[src/rtl/cache_bus_pkg.sv]
// -----------------------------------------------------------------------------
// cache_bus_pkg
// Shared types and helpers for the cache-to-AXI line fill path.
//   fill_state_e        : line fill FSM states (IDLE, ADDR, DATA, RESP)
//   LINE_BEATS_DEFAULT  : default beats per cache line
//   line_bits()         : line width in bits for a given beat count/width
//   offset_bits()       : number of byte-offset bits inside one line
//   BURST_INCR, SIZE_8B : fixed AXI encodings used for every fill burst
// -----------------------------------------------------------------------------
package cache_bus_pkg;

    typedef enum logic [1:0] {
        IDLE = 2'd0,
        ADDR = 2'd1,
        DATA = 2'd2,
        RESP = 2'd3
    } fill_state_e;

    localparam int unsigned LINE_BEATS_DEFAULT = 8;

    localparam logic [1:0] BURST_INCR = 2'b01;
    localparam logic [2:0] SIZE_8B    = 3'd3;

    function automatic int unsigned line_bits(input int unsigned beats, input int unsigned beat_w);
        return beats * beat_w;
    endfunction

    function automatic int unsigned offset_bits(input int unsigned beats, input int unsigned beat_w);
        return $clog2((beats * beat_w) / 8);
    endfunction

endpackage

[src/rtl/line_fill_engine_arb.sv]
// -----------------------------------------------------------------------------
// rr_arbiter2
// Two-way round-robin arbiter. A lone requester always wins; on a tie the
// requester that did not win last time is chosen. last_grant resets to 1 so
// requestor 0 wins the first tie after reset.
//   clk, reset   : clock, synchronous active-high reset
//   req_i[1:0]   : request per requestor
//   en_i         : arbitration allowed this cycle (grant is consumed)
//   gnt_valid_o  : a grant is issued this cycle
//   gnt_idx_o    : index of the granted requestor
// -----------------------------------------------------------------------------
module rr_arbiter2 (
    input  logic       clk,
    input  logic       reset,
    input  logic [1:0] req_i,
    input  logic       en_i,
    output logic       gnt_valid_o,
    output logic       gnt_idx_o
);

    logic last_grant_q;
    logic last_grant_d;

    // NOTE: every signal driven here gets a value on every path, so no latch is inferred.
    always_comb begin
        gnt_valid_o  = en_i && (|req_i);
        gnt_idx_o    = (req_i == 2'b11) ? ~last_grant_q : req_i[1];
        last_grant_d = gnt_valid_o ? gnt_idx_o : last_grant_q;
    end

    // NOTE: state registers use non-blocking assignments so all flops update together.
    always_ff @(posedge clk) begin
        if (reset) begin
            last_grant_q <= 1'b1;
        end else begin
            last_grant_q <= last_grant_d;
        end
    end

endmodule

[src/rtl/line_fill_engine.sv]
// -----------------------------------------------------------------------------
// line_fill_engine
// Serves cache-line misses from the data cache (requestor 0) and instruction
// cache (requestor 1) with one AXI INCR read burst per miss, assembling the
// beats into a full line. One burst outstanding at a time.
//
// Optional build macro: SNOOP_INVALIDATE_EN adds a snoop/invalidate channel
// and a stale flag that marks a delivered line as not installable.
//
// Ports:
//   clk, reset         : clock, synchronous active-high reset
//   req_valid_i[1:0]   : miss request (bit0 data cache, bit1 instruction cache)
//   req_addr_i         : miss address per requestor ([ADDR_WIDTH-1:0] = req 0)
//   req_ready_o[1:0]   : one-cycle accept pulse
//   resp_valid_o[1:0]  : one-cycle line-delivered pulse
//   resp_line_o        : assembled line, beat 0 in the LSBs
//   bus_err_o          : sticky error (bad rresp or misplaced rlast)
//   m_axi_ar*          : AXI read address channel (master side)
//   m_axi_r*           : AXI read data channel (master side)
//   ac_valid_i, ac_addr_i, ac_ready_o      : snoop input   (macro only)
//   inv_valid_o, inv_addr_o, resp_stale_o  : invalidate out (macro only)
// -----------------------------------------------------------------------------
module line_fill_engine
    import cache_bus_pkg::*;
#(
    parameter int ID_WIDTH   = 13,
    parameter int ADDR_WIDTH = 64,
    parameter int DATA_WIDTH = 64,
    parameter int LINE_BEATS = LINE_BEATS_DEFAULT
) (
    input  logic                                        clk,
    input  logic                                        reset,
    input  logic [1:0]                                  req_valid_i,
    input  logic [2*ADDR_WIDTH-1:0]                     req_addr_i,
    output logic [1:0]                                  req_ready_o,
    output logic [1:0]                                  resp_valid_o,
    output logic [line_bits(LINE_BEATS, DATA_WIDTH)-1:0] resp_line_o,
    output logic                                        bus_err_o,
`ifdef SNOOP_INVALIDATE_EN
    input  logic                                        ac_valid_i,
    input  logic [ADDR_WIDTH-1:0]                       ac_addr_i,
    output logic                                        ac_ready_o,
    output logic                                        inv_valid_o,
    output logic [ADDR_WIDTH-1:0]                       inv_addr_o,
    output logic                                        resp_stale_o,
`endif
    output logic [ID_WIDTH-1:0]                         m_axi_arid_o,
    output logic [ADDR_WIDTH-1:0]                       m_axi_araddr_o,
    output logic [7:0]                                  m_axi_arlen_o,
    output logic [2:0]                                  m_axi_arsize_o,
    output logic [1:0]                                  m_axi_arburst_o,
    output logic                                        m_axi_arvalid_o,
    input  logic                                        m_axi_arready_i,
    input  logic [ID_WIDTH-1:0]                         m_axi_rid_i,
    input  logic [DATA_WIDTH-1:0]                       m_axi_rdata_i,
    input  logic [1:0]                                  m_axi_rresp_i,
    input  logic                                        m_axi_rlast_i,
    input  logic                                        m_axi_rvalid_i,
    output logic                                        m_axi_rready_o
);

    localparam int LINE_W   = line_bits(LINE_BEATS, DATA_WIDTH);
    localparam int OFF_BITS = offset_bits(LINE_BEATS, DATA_WIDTH);
    // One extra bit so the beat counter can sit at LINE_BEATS (saturated).
    localparam int CNT_W    = $clog2(LINE_BEATS) + 1;
    localparam logic [CNT_W-1:0] CNT_FULL = CNT_W'(LINE_BEATS);
    localparam logic [CNT_W-1:0] CNT_LAST = CNT_W'(LINE_BEATS - 1);

    function automatic logic [ADDR_WIDTH-1:0] line_align(input logic [ADDR_WIDTH-1:0] a);
        line_align               = a;
        line_align[OFF_BITS-1:0] = '0;
    endfunction

    fill_state_e             state_q, state_d;
    logic                    grant_q, grant_d;
    logic [ADDR_WIDTH-1:0]   addr_q, addr_d;
    logic [CNT_W-1:0]        cnt_q, cnt_d;
    logic [LINE_W-1:0]       line_q, line_d;
    logic                    bus_err_q, bus_err_d;

    logic                    gnt_valid;
    logic                    gnt_idx;
    logic [ADDR_WIDTH-1:0]   gnt_addr;

    // Read ID is not checked: only one burst is ever outstanding.
    logic unused_rid;
    assign unused_rid = ^m_axi_rid_i;

    rr_arbiter2 u_arb (
        .clk         (clk),
        .reset       (reset),
        .req_i       (req_valid_i),
        .en_i        (state_q == IDLE),
        .gnt_valid_o (gnt_valid),
        .gnt_idx_o   (gnt_idx)
    );

    assign gnt_addr = gnt_idx ? req_addr_i[2*ADDR_WIDTH-1:ADDR_WIDTH]
                              : req_addr_i[ADDR_WIDTH-1:0];

    always_comb begin
        state_d         = state_q;
        grant_d         = grant_q;
        addr_d          = addr_q;
        cnt_d           = cnt_q;
        line_d          = line_q;
        bus_err_d       = bus_err_q;
        req_ready_o     = '0;
        resp_valid_o    = '0;
        m_axi_arvalid_o = 1'b0;
        m_axi_rready_o  = 1'b0;

        case (state_q)
            IDLE: begin
                if (gnt_valid) begin
                    req_ready_o[gnt_idx] = 1'b1;
                    grant_d              = gnt_idx;
                    addr_d               = line_align(gnt_addr);
                    state_d              = ADDR;
                end
            end
            ADDR: begin
                m_axi_arvalid_o = 1'b1;
                if (m_axi_arready_i) begin
                    state_d = DATA;
                end
            end
            DATA: begin
                m_axi_rready_o = 1'b1;
                if (m_axi_rvalid_i) begin
                    // Beats past the end of the line are dropped; the counter
                    // saturates so they can never wrap onto slot 0.
                    if (cnt_q < CNT_FULL) begin
                        line_d[cnt_q[CNT_W-2:0]*DATA_WIDTH +: DATA_WIDTH] = m_axi_rdata_i;
                        cnt_d = cnt_q + 1'b1;
                    end
                    if (m_axi_rresp_i != 2'b00) begin
                        bus_err_d = 1'b1;
                    end
                    if (m_axi_rlast_i) begin
                        if (cnt_q != CNT_LAST) begin
                            bus_err_d = 1'b1;
                        end
                        state_d = RESP;
                    end
                end
            end
            RESP: begin
                resp_valid_o[grant_q] = 1'b1;
                cnt_d                 = '0;
                state_d               = IDLE;
            end
            default: state_d = IDLE;
        endcase

        // Handshake outputs drop in the reset cycle itself, not one cycle later.
        if (reset) begin
            req_ready_o     = '0;
            resp_valid_o    = '0;
            m_axi_arvalid_o = 1'b0;
            m_axi_rready_o  = 1'b0;
        end
    end

    always_ff @(posedge clk) begin
        if (reset) begin
            state_q   <= IDLE;
            grant_q   <= 1'b0;
            addr_q    <= '0;
            cnt_q     <= '0;
            // NOTE: line_q is a flop vector rather than a RAM, so it can be reset to a defined zero line.
            line_q    <= '0;
            bus_err_q <= 1'b0;
        end else begin
            state_q   <= state_d;
            grant_q   <= grant_d;
            addr_q    <= addr_d;
            cnt_q     <= cnt_d;
            line_q    <= line_d;
            bus_err_q <= bus_err_d;
        end
    end

    assign resp_line_o     = line_q;
    assign bus_err_o       = bus_err_q;
    assign m_axi_arid_o    = {{(ID_WIDTH-1){1'b0}}, grant_q};
    assign m_axi_araddr_o  = addr_q;
    assign m_axi_arlen_o   = 8'(LINE_BEATS - 1);
    assign m_axi_arsize_o  = SIZE_8B;
    assign m_axi_arburst_o = BURST_INCR;

`ifdef SNOOP_INVALIDATE_EN
    logic                  stale_q, stale_d;
    logic                  inv_valid_q;
    logic [ADDR_WIDTH-1:0] inv_addr_q;

    // A snoop hitting the line being fetched makes the delivered copy stale.
    always_comb begin
        stale_d = stale_q;
        if (state_q == IDLE) begin
            stale_d = 1'b0;
        end else if ((state_q == ADDR || state_q == DATA) && ac_valid_i &&
                     (line_align(ac_addr_i) == addr_q)) begin
            stale_d = 1'b1;
        end
    end

    always_ff @(posedge clk) begin
        if (reset) begin
            stale_q     <= 1'b0;
            inv_valid_q <= 1'b0;
            inv_addr_q  <= '0;
        end else begin
            stale_q     <= stale_d;
            inv_valid_q <= ac_valid_i;
            if (ac_valid_i) begin
                inv_addr_q <= line_align(ac_addr_i);
            end
        end
    end

    assign ac_ready_o   = 1'b1;
    assign inv_valid_o  = inv_valid_q;
    assign inv_addr_o   = inv_addr_q;
    assign resp_stale_o = (state_q == RESP) && stale_q && !reset;
`endif

endmodule

[config.mk]
export PLATFORM = sky130hd
export DESIGN_NAME = line_fill_engine
export DESIGN_NICKNAME = d
export VERILOG_FILES = /design/src/rtl/cache_bus_pkg.sv /design/src/rtl/line_fill_engine_arb.sv /design/src/rtl/line_fill_engine.sv
export SDC_FILE = /design/constraint.sdc
export NUM_CORES = 1
export LEC_CHECK = 0
export CORE_AREA = 3 3 323 325
export CTS_BUF_LIST = sky130_fd_sc_hd__clkbuf_2
export CTS_CLUSTER_SIZE = 25
export DETAILED_ROUTE_END_ITERATION = 10
export DIE_AREA = 0 0 326 328
export GPL_ROUTABILITY_DRIVEN = 0
export PLACE_DENSITY = 0.44
export SYNTH_ARGS = -nofsm -noshare
export SYNTH_HDL_FRONTEND = slang
export SYNTH_SLANG_ARGS = --single-unit
[constraint.sdc]
create_clock -name clk -period 3.8 [get_ports clk]
set_input_delay 0.57 -clock clk [delete_from_list [all_inputs] [get_ports clk]]
set_output_delay 0.57 -clock clk [all_outputs]
set_load 0.02 [all_outputs]
==> key figures, run 1 <==
Floorplanning
  – Count of pins on the block boundary: 823
  – Width of the die: 326 um
  – Starting density of the core: 24.9%
  – Die area: 0.107 sq mm
  – Die height: 328 um
  – Placeable core region: 0.102 sq mm
  – Placement row count: 117

Run
  – Max-cap check violation count: 0

Routing
  – Wire length per cell: 22.5 um
  – Mean number of vias per cell: 4.46
  – Via total after detailed routing: 22,266
  – Residual DRC count: 0
  – Starting DRT DRC Count: 1,054
  – Count of antenna-violating nets left after detailed routing: 0
  – Routed WL: 112,000 um
  – Detailed Routing Iterations Pass 1: 5

Worst setup path
  – Arrival time at the worst endpoint: 2.89 ns
  – Critical Path Sink Type: output port
  – Crit path buffers/inverters: 2
  – CP max-delay cell: clkdlybuf4s50_1
  – Cell family with the largest share of critical-path delay: buffers and inverters
  – Worst-path fanout max: 4
  – WP data required: 3.23 ns
  – Setup crit start kind: register
  – CP Cell Sequence: inv_1 -> ha_1 -> nor2b_1 -> clkdlybuf4s50_1
  – Largest incremental delay on the critical path: 0.70 ns
  – WS Path Type: register to output port

Synth
  – Sequential cell area fraction in the yosys report: 45.7%
  – Synth async-reset ratio: 0%
  – Mapped cell area: 0.0253 sq mm
  – Leading post-synthesis cells by cell area: dfxtp_1 46%, mux2i_1 19%, nand2b_1 13%, nand2_1 3.2%, nor2b_1 2.4%
  – Primary FF master, synth: dfxtp_1
  – Yosys top cell area share: 45.7%
  – Xor and xnor area share after synthesis: 0%
  – Most used standard cells in the synthesized netlist: 579 x dfxtp_1, 521 x nand2b_1, 477 x mux2i_1
  – Number of enable-type register cells in the synthesized netlist: 0
  – Unique cell type count in the Yosys netlist: 47
  – Mean instance size in the synthesized netlist: 10.0 sq um
  – Biggest area consumer among synthesized cells: dfxtp_1
  – Combinational family with the most area after synthesis: simple AND/OR/NAND/NOR gates
  – Cell count after synthesis: 2,533
  – Adder-cell share of the synthesized area: 0.395%
  – Share of cell area taken by muxes after synthesis: 20.5%
  – Synth warnings: 0
  – Number of register bits inferred by synthesis: 579
  – Most common cell in the netlist: dfxtp_1
  – Compound-gate portion of the synthesized area: 3.70%
  – Post-synthesis share of cell area spent on and, or, nand and nor gates: 24.8%

Power
  – Power per standard cell area: 372 mW/mm^2
  – Switch Pwr: 4530 uW
  – Peak VDD IR: 0.000205 V
  – Leak pwr: 0.0146 uW
  – Fraction of power consumed by sequential logic: 46.1%
  – P_int: 9550 uW
  – Clock power frac: 32.8%
  – Power after layout: 14,100 uW
  – Part of the power in combinational logic: 21.0%
  – Share of total power consumed by net switching: 32.2%

Place
  – Number of port buffers: 766
  – HPWL Detailed: 74,800 um
  – Post-DP Area: 0.0343 sq mm
  – Pre-CTS setup slack: 0.688 ns

Timing
  – Setup WS post-layout: 0.340 ns
  – Number of max-slew violations in the final report: 0
  – Hold WS: 0.385 ns
  – Highest attainable clock frequency: 289 MHz
  – Final Hold Fails: 0
  – Endpoints failing setup: 0
  – Transition at the pin with the smallest max-transition slack: 1.11 ns
  – Final critical delay including setup and external delays: 3.46 ns
  – Setup TNS: 0 ns
  – Setup repair after global routing missed its margin: false
  – Final clock period utilization by the worst path: 91.1%
  – Max transition margin: 25.7%
  – Skew final: 0.0917 ns

Global route
  – GR met2 Demand/Resource: 34.5%
  – GR met1 Demand/Resource: 23.8%
  – Vias in the first global route: 23,734
  – Total global routing overflow: 0
  – Maximum number of pins on one net before global-route repair: 185
  – GR Layer Usage met3: 7.63%
  – Wire length of the first global-routing pass: 163,000 um
  – Initial antenna violation count: 8
  – Overall routing resource usage: 20.4%
  – Most used routing layer: met2

Final layout
  – Ratio of cells with drive above 1 in the final layout: 11.6%
  – Fill count: 10,351
  – Final instance area: 0.0379 sq mm
  – Area growth from synthesis to layout: 49.4%
  – Area of the multi-input gates: 0.0128 sq mm
  – Net count of the finished layout: 3,735
  – Register Area: 0.0116 sq mm

Hold path
  – Min-Delay Path Class: input port to register

CTS
  – Clock sink count: 579
  – H-tree levels: 4
  – TritonCTS clock tree: built
  – Clock transition at the register clock pins on the worst setup and hold paths after CTS: 0.10 ns
  – Maximum buffer depth of the clock tree: 3
  – Clk Latency, worst-skew pair: 1.42 ns
  – Clock Tree Root: clkbuf_2
  – TritonCTS Buffers: 170

Outcome
  – Outcome: completed
==> kinds of logic after synthesis <==
family | after synthesis
AND/OR/NAND/NOR | 1073
flip-flops | 579
multiplexers | 506
buffers and inverters | 261
AO/OA/AOI/OAI | 104
adder cells (fa/ha/maj) | 8
other | 2
==> flip-flops by register name, summed over array words and instances, names as in the netlist <==
| name | flops |
|---|---|
| bus_err_o | 1 |
| cnt_q | 4 |
| grant_q | 1 |
| m_axi_araddr_o | 58 |
| resp_line_o | 512 |
| state_q | 2 |
| u_arb.last_grant_q | 1 |
==> timing repair <==
action	in CTS	in global routing
endpoints found under the setup margin	5	2
gates cloned	0	1
setup buffers	0	1
hold buffers	212	0
hold endpoints to repair	568	0
gates resized for setup	17	1
pin swaps	0	0
==> layout by cell type (no fill, tap or decap), drive strengths merged, types with 48 or more instances in the layout <==
| cell | synthesis | routed |
|---|---|---|
| nand2b | 521 | 521 |
| dfxtp | 579 | 579 |
| or3b | 64 | 64 |
| mux2i | 477 | 477 |
| clkdlybuf4s50 | 0 | 760 |
| dlygate4sd3 | 0 | 212 |
| nand2 | 219 | 219 |
| nor2b | 99 | 99 |
| buf | 99 | 48 |
| nand3 | 67 | 67 |
| clkbuf | 146 | 238 |
==> power groups by stage <==
stage               Sequential (uW)  Combinational [uW]  Clock [uW]
finish                         6500                2960        4620
global route                   6530                3150        5180
CTS                            6490                2940        4900
detailed placement             6620                2550           0
global placement               6620                2540           0
floorplan                      6900                1010           0
==> final timing paths <==
kind                                 startpoint                             to  slack [ns]  cells after the start
hold / removal                 m_axi_rresp_i[1]         bus_err_o$_SDFFE_PP0P_        0.39                      4
hold reg to reg   resp_line_o[300]$_SDFFE_PP0P_  resp_line_o[300]$_SDFFE_PP0P_        0.47                      2
setup / recovery        state_q[1]$_SDFFE_PP0P_                m_axi_arvalid_o        0.34                      4
setup reg to reg          cnt_q[1]$_SDFFE_PP0P_   resp_line_o[76]$_SDFFE_PP0P_        0.72                      8
==> layout make-up <==
| type | count | share of cell area (%) |
|---|---|---|
| flip-flops and latches | 579 | 30.6 |
| inverters | 16 | 0.159 |
| clock buffers | 237 | 3.13 |
| repair buffers | 1024 | 27.3 |
| well taps | 1368 | 4.52 |
| clock inverters | 36 | 0.558 |
| diodes | 10 | 0.0661 |
| multi-input cells | 1722 | 33.7 |
==> tightest hold or removal path, stage by stage <==
cell and delay (ns):
clkdlybuf4s50_1 0.46, a211oi_1 0.04, dlygate4sd3_1 0.54, o22ai_1 0.13
==> stage by stage <==
step	util [%]	std cells
2_1_floorplan	-	2562
3_3_place_gp	33.7	4495
3_5_place_dp	33.7	4495
4_1_cts	37.2	4980
5_1_grt	37.2	4990
6_report	37.2	4992
==> per-layer routing <==
layer  routed length, um  vias to the layer above
met5                   0                        -
met4                2830                        0
met3                8910                      174
met2               54000                      732
met1               46700                    10863
li1                    -                    10497
No activity file was read; power rests on OpenSTA's default activity.
==> inputs of run 2 (changes only) <==
--- a/config.mk
+++ b/config.mk
@@ -12,6 +12,7 @@
 export DIE_AREA = 0 0 326 328
 export GPL_ROUTABILITY_DRIVEN = 0
 export PLACE_DENSITY = 0.44
+export REMOVE_ABC_BUFFERS = 1
 export SYNTH_ARGS = -nofsm -noshare
 export SYNTH_HDL_FRONTEND = slang
 export SYNTH_SLANG_ARGS = --single-unit
==> run 2 against run 1 <==
Die area stayed put. Non-clock buffer count is 23 lower. Combinational power is 5% lower. Critical path type unchanged.
==> key figures, run 2 (synthesis gave the netlist of run 1 again) <==
Outcome
  – Outcome: completed

Worst setup path
  – Worst reg-to-reg path cell count: 7
  – FF-to-FF Start: cnt_q[1]$_SDFFE_PP0P_
  – Worst-path fanout max: 7
  – Arrival time at the worst endpoint: 2.84 ns
  – Largest incremental delay on the critical path: 0.37 ns
  – Crit path buffers/inverters: 3
  – WS Path Type: register to output port
  – CP max-delay cell: dlygate4sd2_1
  – Setup crit start kind: register
  – Critical Path Sink Type: output port
  – FF-to-FF End: resp_line_o[494]$_SDFFE_PP0P_
  – Cell family with the largest share of critical-path delay: buffers and inverters
  – Cell count along the critical path: 5
  – CP Cell Sequence: inv_1 -> ha_1 -> buf_4 -> nor2b_1 -> dlygate4sd2_1
  – Register-to-register path setup slack: 0.83 ns
  – WP data required: 3.23 ns

Hold path
  – Hold Path Origin: reset
  – Worst-case hold path end point: resp_line_o[168]$_SDFFE_PP0P_
  – WHS Path Cells: 4
  – Min-Delay Path Class: input port to register

Place
  – Number of port buffers: 766
  – HPWL Detailed: 72,600 um
  – Post-DP Area: 0.0343 sq mm
  – Pre-CTS setup slack: 0.611 ns
  – # placed instances: 4,491

Timing
  – Final Hold Fails: 0
  – Skew final: 0.0834 ns
  – Transition at the pin with the smallest max-transition slack: 0.978 ns
  – Highest attainable clock frequency: 293 MHz
  – Max transition margin: 34.8%
  – Setup WS post-layout: 0.392 ns
  – Number of max-slew violations in the final report: 0
  – Setup repair after global routing missed its margin: false
  – Final critical delay including setup and external delays: 3.41 ns
  – Final clock period utilization by the worst path: 89.7%
  – Endpoints failing setup: 0

Global route
  – Vias in the first global route: 23,123
  – Initial antenna violation count: 9
  – Maximum number of pins on one net before global-route repair: 291
  – Overall routing resource usage: 19.4%
  – Total global routing overflow: 0
  – Wire length of the first global-routing pass: 155,000 um

Final layout
  – Leading cell type in the layout, fill and taps excluded: clkdlybuf4s50_1
  – Final instance area: 0.0377 sq mm
  – Ratio of cells with drive above 1 in the final layout: 11.7%
  – Commonest non-fill, non-tap cells in the layout: 759 x clkdlybuf4s50_1, 578 x dfxtp_1, 521 x nand2b_1
  – Net count of the finished layout: 3,715
  – Max FFs per register: 512
  – Area growth from synthesis to layout: 48.9%
  – Filler-free cell count of the finished design: 4,975

CTS
  – Clock Tree Root: clkbuf_2
  – Clock sink count: 579
  – Maximum buffer depth of the clock tree: 3
  – TritonCTS clock tree: built
  – Clk Latency, worst-skew pair: 1.41 ns
  – TritonCTS Buffers: 173
  – H-tree levels: 4
  – Setup repair bufs after CTS: 0
  – Clock transition at the register clock pins on the worst setup and hold paths after CTS: 0.09 ns

Routing
  – Wire length per cell: 21.6 um
  – Routed WL: 107,000 um
  – Count of antenna-violating nets left after detailed routing: 0
  – Residual DRC count: 0
  – Via total after detailed routing: 22,165
  – Detailed Routing Iterations Pass 1: 8
  – Mean number of vias per cell: 4.46
  – Starting DRT DRC Count: 1,024

Floorplanning
  – Starting density of the core: 24.9%
  – Placeable core region: 0.102 sq mm
  – Count of pins on the block boundary: 823
  – Die height: 328 um
  – Placement row count: 117
  – Die area: 0.107 sq mm
  – Width of the die: 326 um

Run
  – Max-cap check violation count: 0

Power
  – Power after layout: 14,100 uW
  – Leak pwr: 0.0145 uW
  – Power per standard cell area: 374 mW/mm^2
  – Peak VDD IR: 0.000223 V
## run 2: cell count changes in the layout (fill, tap and decap cells not counted), moves of 2 or more
cell / change
dlygate4sd3_1: -17
diode_2: -8
clkinv_1: +7
buf_4: -6
clkbuf_2: +6
buf_2: -2
bufinv_16: +2
clkdlybuf4s15_2: +2
clkinv_2: +2
clkinvlp_4: -2
nor2b_2: +2
nor2b_4: -2
## run 2: metrics by stage
step | hold WS [ns] | util, % | setup TNS (ns)
floorplan | 0.481 | - | -1872.56
global placement | 0.443 | 33.7 | 0
detailed placement | 0.449 | 33.7 | 0
CTS | 0.0446 | 37.1 | 0
global route | 0.164 | 37.1 | 0
finish | 0.303 | 37.1 | 0
## run 2: final cells by class
class / count / area (sq um)
antenna: 2 / 5.00
clock inverter: 44 / 289
fill: 10369 / 64000
clock buffer: 243 / 1220
timing repair buffer: 1001 / 10100
tap: 1368 / 1710
multi-input combinational: 1722 / 12800
sequential: 579 / 11600
inverter: 16 / 60.1
## run 2: how the worst max path moves through the flow
stage                                                to               startpoint  slack (ns)
after detailed placement  resp_line_o[477]$_SDFFE_PP0P_           m_axi_rvalid_i        0.61
after global routing                     m_axi_rready_o  state_q[0]$_SDFFE_PP0P_        0.06
after CTS                                req_ready_o[0]  state_q[0]$_SDFFE_PP0P_        0.02
final                                    m_axi_rready_o  state_q[0]$_SDFFE_PP0P_        0.39
after floorplan           resp_line_o[384]$_SDFFE_PP0P_    cnt_q[0]$_SDFFE_PP0P_       -7.88
after global placement    resp_line_o[482]$_SDFFE_PP0P_           m_axi_rvalid_i        0.65
## run 2: report_power, final
part	internal, uW	leakage [uW]	switching, uW	total [uW]
Clock	1970	0.00114	2830	4810
Sequential	6320	0.00467	176	6500
Combinational	1360	0.00869	1440	2800
## run 2: worst register-to-register path, cell delays in order, from the launching register on
cell and delay [ns]:
dfxtp_1 0.46, inv_1 0.07, ha_1 0.20, ha_2 0.46, nand4bb_1 0.27, or3_4 0.77
buf_12 0.40, mux2i_1 0.27
## run 2: what timing repair did
item	in CTS	in global routing
gates resized for setup	11	0
hold endpoints to repair	576	0
hold buffers	195	0
setup endpoints to repair	6	0
## run 2: per-layer routing
metal,global-route usage (%),up-vias,wire length (um)
li1,-,10471,-
met1,20.4,10698,40600
met2,35.1,777,54900
met3,6.02,211,7230
met4,9.11,8,4590
met5,0,-,58
==> inputs of run 3 (changes only) <==
--- a/config.mk
+++ b/config.mk
@@ -11,7 +11,7 @@
 export DETAILED_ROUTE_END_ITERATION = 10
 export DIE_AREA = 0 0 326 328
 export GPL_ROUTABILITY_DRIVEN = 0
-export PLACE_DENSITY = 0.44
+export PLACE_DENSITY = 0.54
 export REMOVE_ABC_BUFFERS = 1
 export SYNTH_ARGS = -nofsm -noshare
 export SYNTH_HDL_FRONTEND = slang
==> run 3 against run 2 <==
Combinational power rose by 3%. Hold slack improved by 0.067 ns. Maximum frequency rose by 0.90%. Die area did not move. Critical path depth fell by 1. Critical path type unchanged. Clock power fell by 2%. Clock skew rose by 0.024 ns.
==> key figures, run 3 (synthesis gave the netlist of run 1 again) <==
Power
  – Leak pwr: 0.0146 uW
  – Peak VDD IR: 0.000246 V
  – Power per standard cell area: 372 mW/mm^2
  – Power after layout: 14,100 uW

Floorplanning
  – Placement row count: 117
  – Die height: 328 um
  – Width of the die: 326 um
  – Placeable core region: 0.102 sq mm
  – Starting density of the core: 24.9%
  – Die area: 0.107 sq mm
  – Count of pins on the block boundary: 823

Global route
  – Vias in the first global route: 22,293
  – Wire length of the first global-routing pass: 150,000 um
  – Total global routing overflow: 0
  – Initial antenna violation count: 9
  – Maximum number of pins on one net before global-route repair: 222
  – Overall routing resource usage: 18.7%

Final layout
  – Final instance area: 0.0379 sq mm
  – Leading cell type in the layout, fill and taps excluded: clkdlybuf4s50_1
  – Filler-free cell count of the finished design: 4,981
  – Net count of the finished layout: 3,726
  – Ratio of cells with drive above 1 in the final layout: 11.8%
  – Commonest non-fill, non-tap cells in the layout: 760 x clkdlybuf4s50_1, 578 x dfxtp_1, 521 x nand2b_1
  – Max FFs per register: 512
  – Fill count: 10,237
  – Area growth from synthesis to layout: 49.4%

Worst setup path
  – Critical Path Sink Type: output port
  – Setup crit start kind: register
  – WP data required: 3.23 ns
  – WS Path Type: register to output port
  – Arrival time at the worst endpoint: 2.81 ns
  – Worst-path fanout max: 12

CTS
  – Maximum buffer depth of the clock tree: 3
  – H-tree levels: 4
  – Clk Latency, worst-skew pair: 1.40 ns
  – Clock Tree Root: clkbuf_2
  – Clock sink count: 579
  – TritonCTS clock tree: built
  – TritonCTS Buffers: 166
  – Clock transition at the register clock pins on the worst setup and hold paths after CTS: 0.08 ns

Routing
  – Residual DRC count: 0
  – Mean number of vias per cell: 4.38
  – Detailed Routing Iterations Pass 1: 5
  – Starting DRT DRC Count: 973
  – Via total after detailed routing: 21,833
  – Wire length per cell: 20.8 um
  – Routed WL: 104,000 um
  – Count of antenna-violating nets left after detailed routing: 0

Timing
  – Hold WS: 0.370 ns
  – Endpoints failing setup: 0
  – Final Hold Fails: 0
  – Final clock period utilization by the worst path: 88.9%
  – Setup TNS: 0 ns
  – Number of max-slew violations in the final report: 0
  – Highest attainable clock frequency: 296 MHz
  – Setup repair after global routing missed its margin: false
  – Skew final: 0.107 ns
  – Transition at the pin with the smallest max-transition slack: 1.09 ns
  – Max transition margin: 27.3%
  – Final critical delay including setup and external delays: 3.38 ns

Run
  – Max-cap check violation count: 0

Outcome
  – Outcome: completed

Place
  – Number of port buffers: 766
  – HPWL Detailed: 67,100 um
  – Post-DP Area: 0.0343 sq mm
  – # placed instances: 4,491

Hold path
  – Min-Delay Path Class: input port to register
## run 3: cell types whose count changed in the layout (fill, tap and decap cells not counted), sizes merged
cell | before | now
bufinv | 4 | 3
clkbuf | 243 | 241
clkdlybuf4s50 | 759 | 760
clkinv | 35 | 23
clkinvlp | 3 | 2
diode | 2 | 3
dlygate4sd2 | 4 | 3
dlygate4sd3 | 195 | 213
inv | 18 | 21
## run 3: where the power goes
part / internal, uW / switching (uW)
combinational: 1420 / 1470
clock: 1880 / 2810
sequential: 6320 / 176
total: 9630 / 4450
## run 3: path summary, 6_finish.rpt
check / slack [ns] / startpoint / to / cells past startpoint
min reg2reg: 0.47 / resp_line_o[161]$_SDFFE_PP0P_ / resp_line_o[161]$_SDFFE_PP0P_ / 2
max reg2reg: 0.82 / cnt_q[1]$_SDFFE_PP0P_ / resp_line_o[41]$_SDFFE_PP0P_ / 7
min: 0.37 / reset / resp_line_o[285]$_SDFFE_PP0P_ / 4
max: 0.42 / state_q[0]$_SDFFE_PP0P_ / m_axi_rready_o / 4
## run 3: timing repair
item | in CTS | in global routing
setup endpoints to repair | 5 | 0
setup buffers | 0 | 0
endpoints found under the hold margin | 575 | 0
hold buffers | 213 | 0
resized for setup | 14 | 0
## run 3: layout make-up
type | count | area (sq um) | area share [%]
antenna | 3 | 7.51 | 0.0198
timing repair buffer | 1019 | 10300 | 27.2
inverter | 16 | 60.1 | 0.159
multi-input combinational | 1722 | 12800 | 33.7
clock buffer | 241 | 1210 | 3.18
tap | 1368 | 1710 | 4.52
clock inverter | 33 | 229 | 0.604
sequential | 579 | 11600 | 30.6
## run 3: worst max-delay path, cell delays in order (launching register included)
cell,delay (ns)
dfxtp_1,0.35
inv_1,0.09
ha_2,0.31
nor2b_2,0.33
dlygate4sd2_1,0.39
## run 3: per-layer routing
| metal | GRT usage [%] | wire [um] |
|---|---|---|
| met1 | 21.2 | 41800 |
| met2 | 33.2 | 52400 |
| met3 | 5.04 | 6130 |
| met4 | 7.25 | 3230 |
| met5 | 0 | 27 |
## run 3: per-stage QoR
step                util, %  setup slack (ns)
finish                 37.2             0.422
global route           37.2            0.0354
CTS                    37.2            0.0315
floorplan                 -             -7.88
detailed placement     33.7             0.744
global placement       33.7             0.759
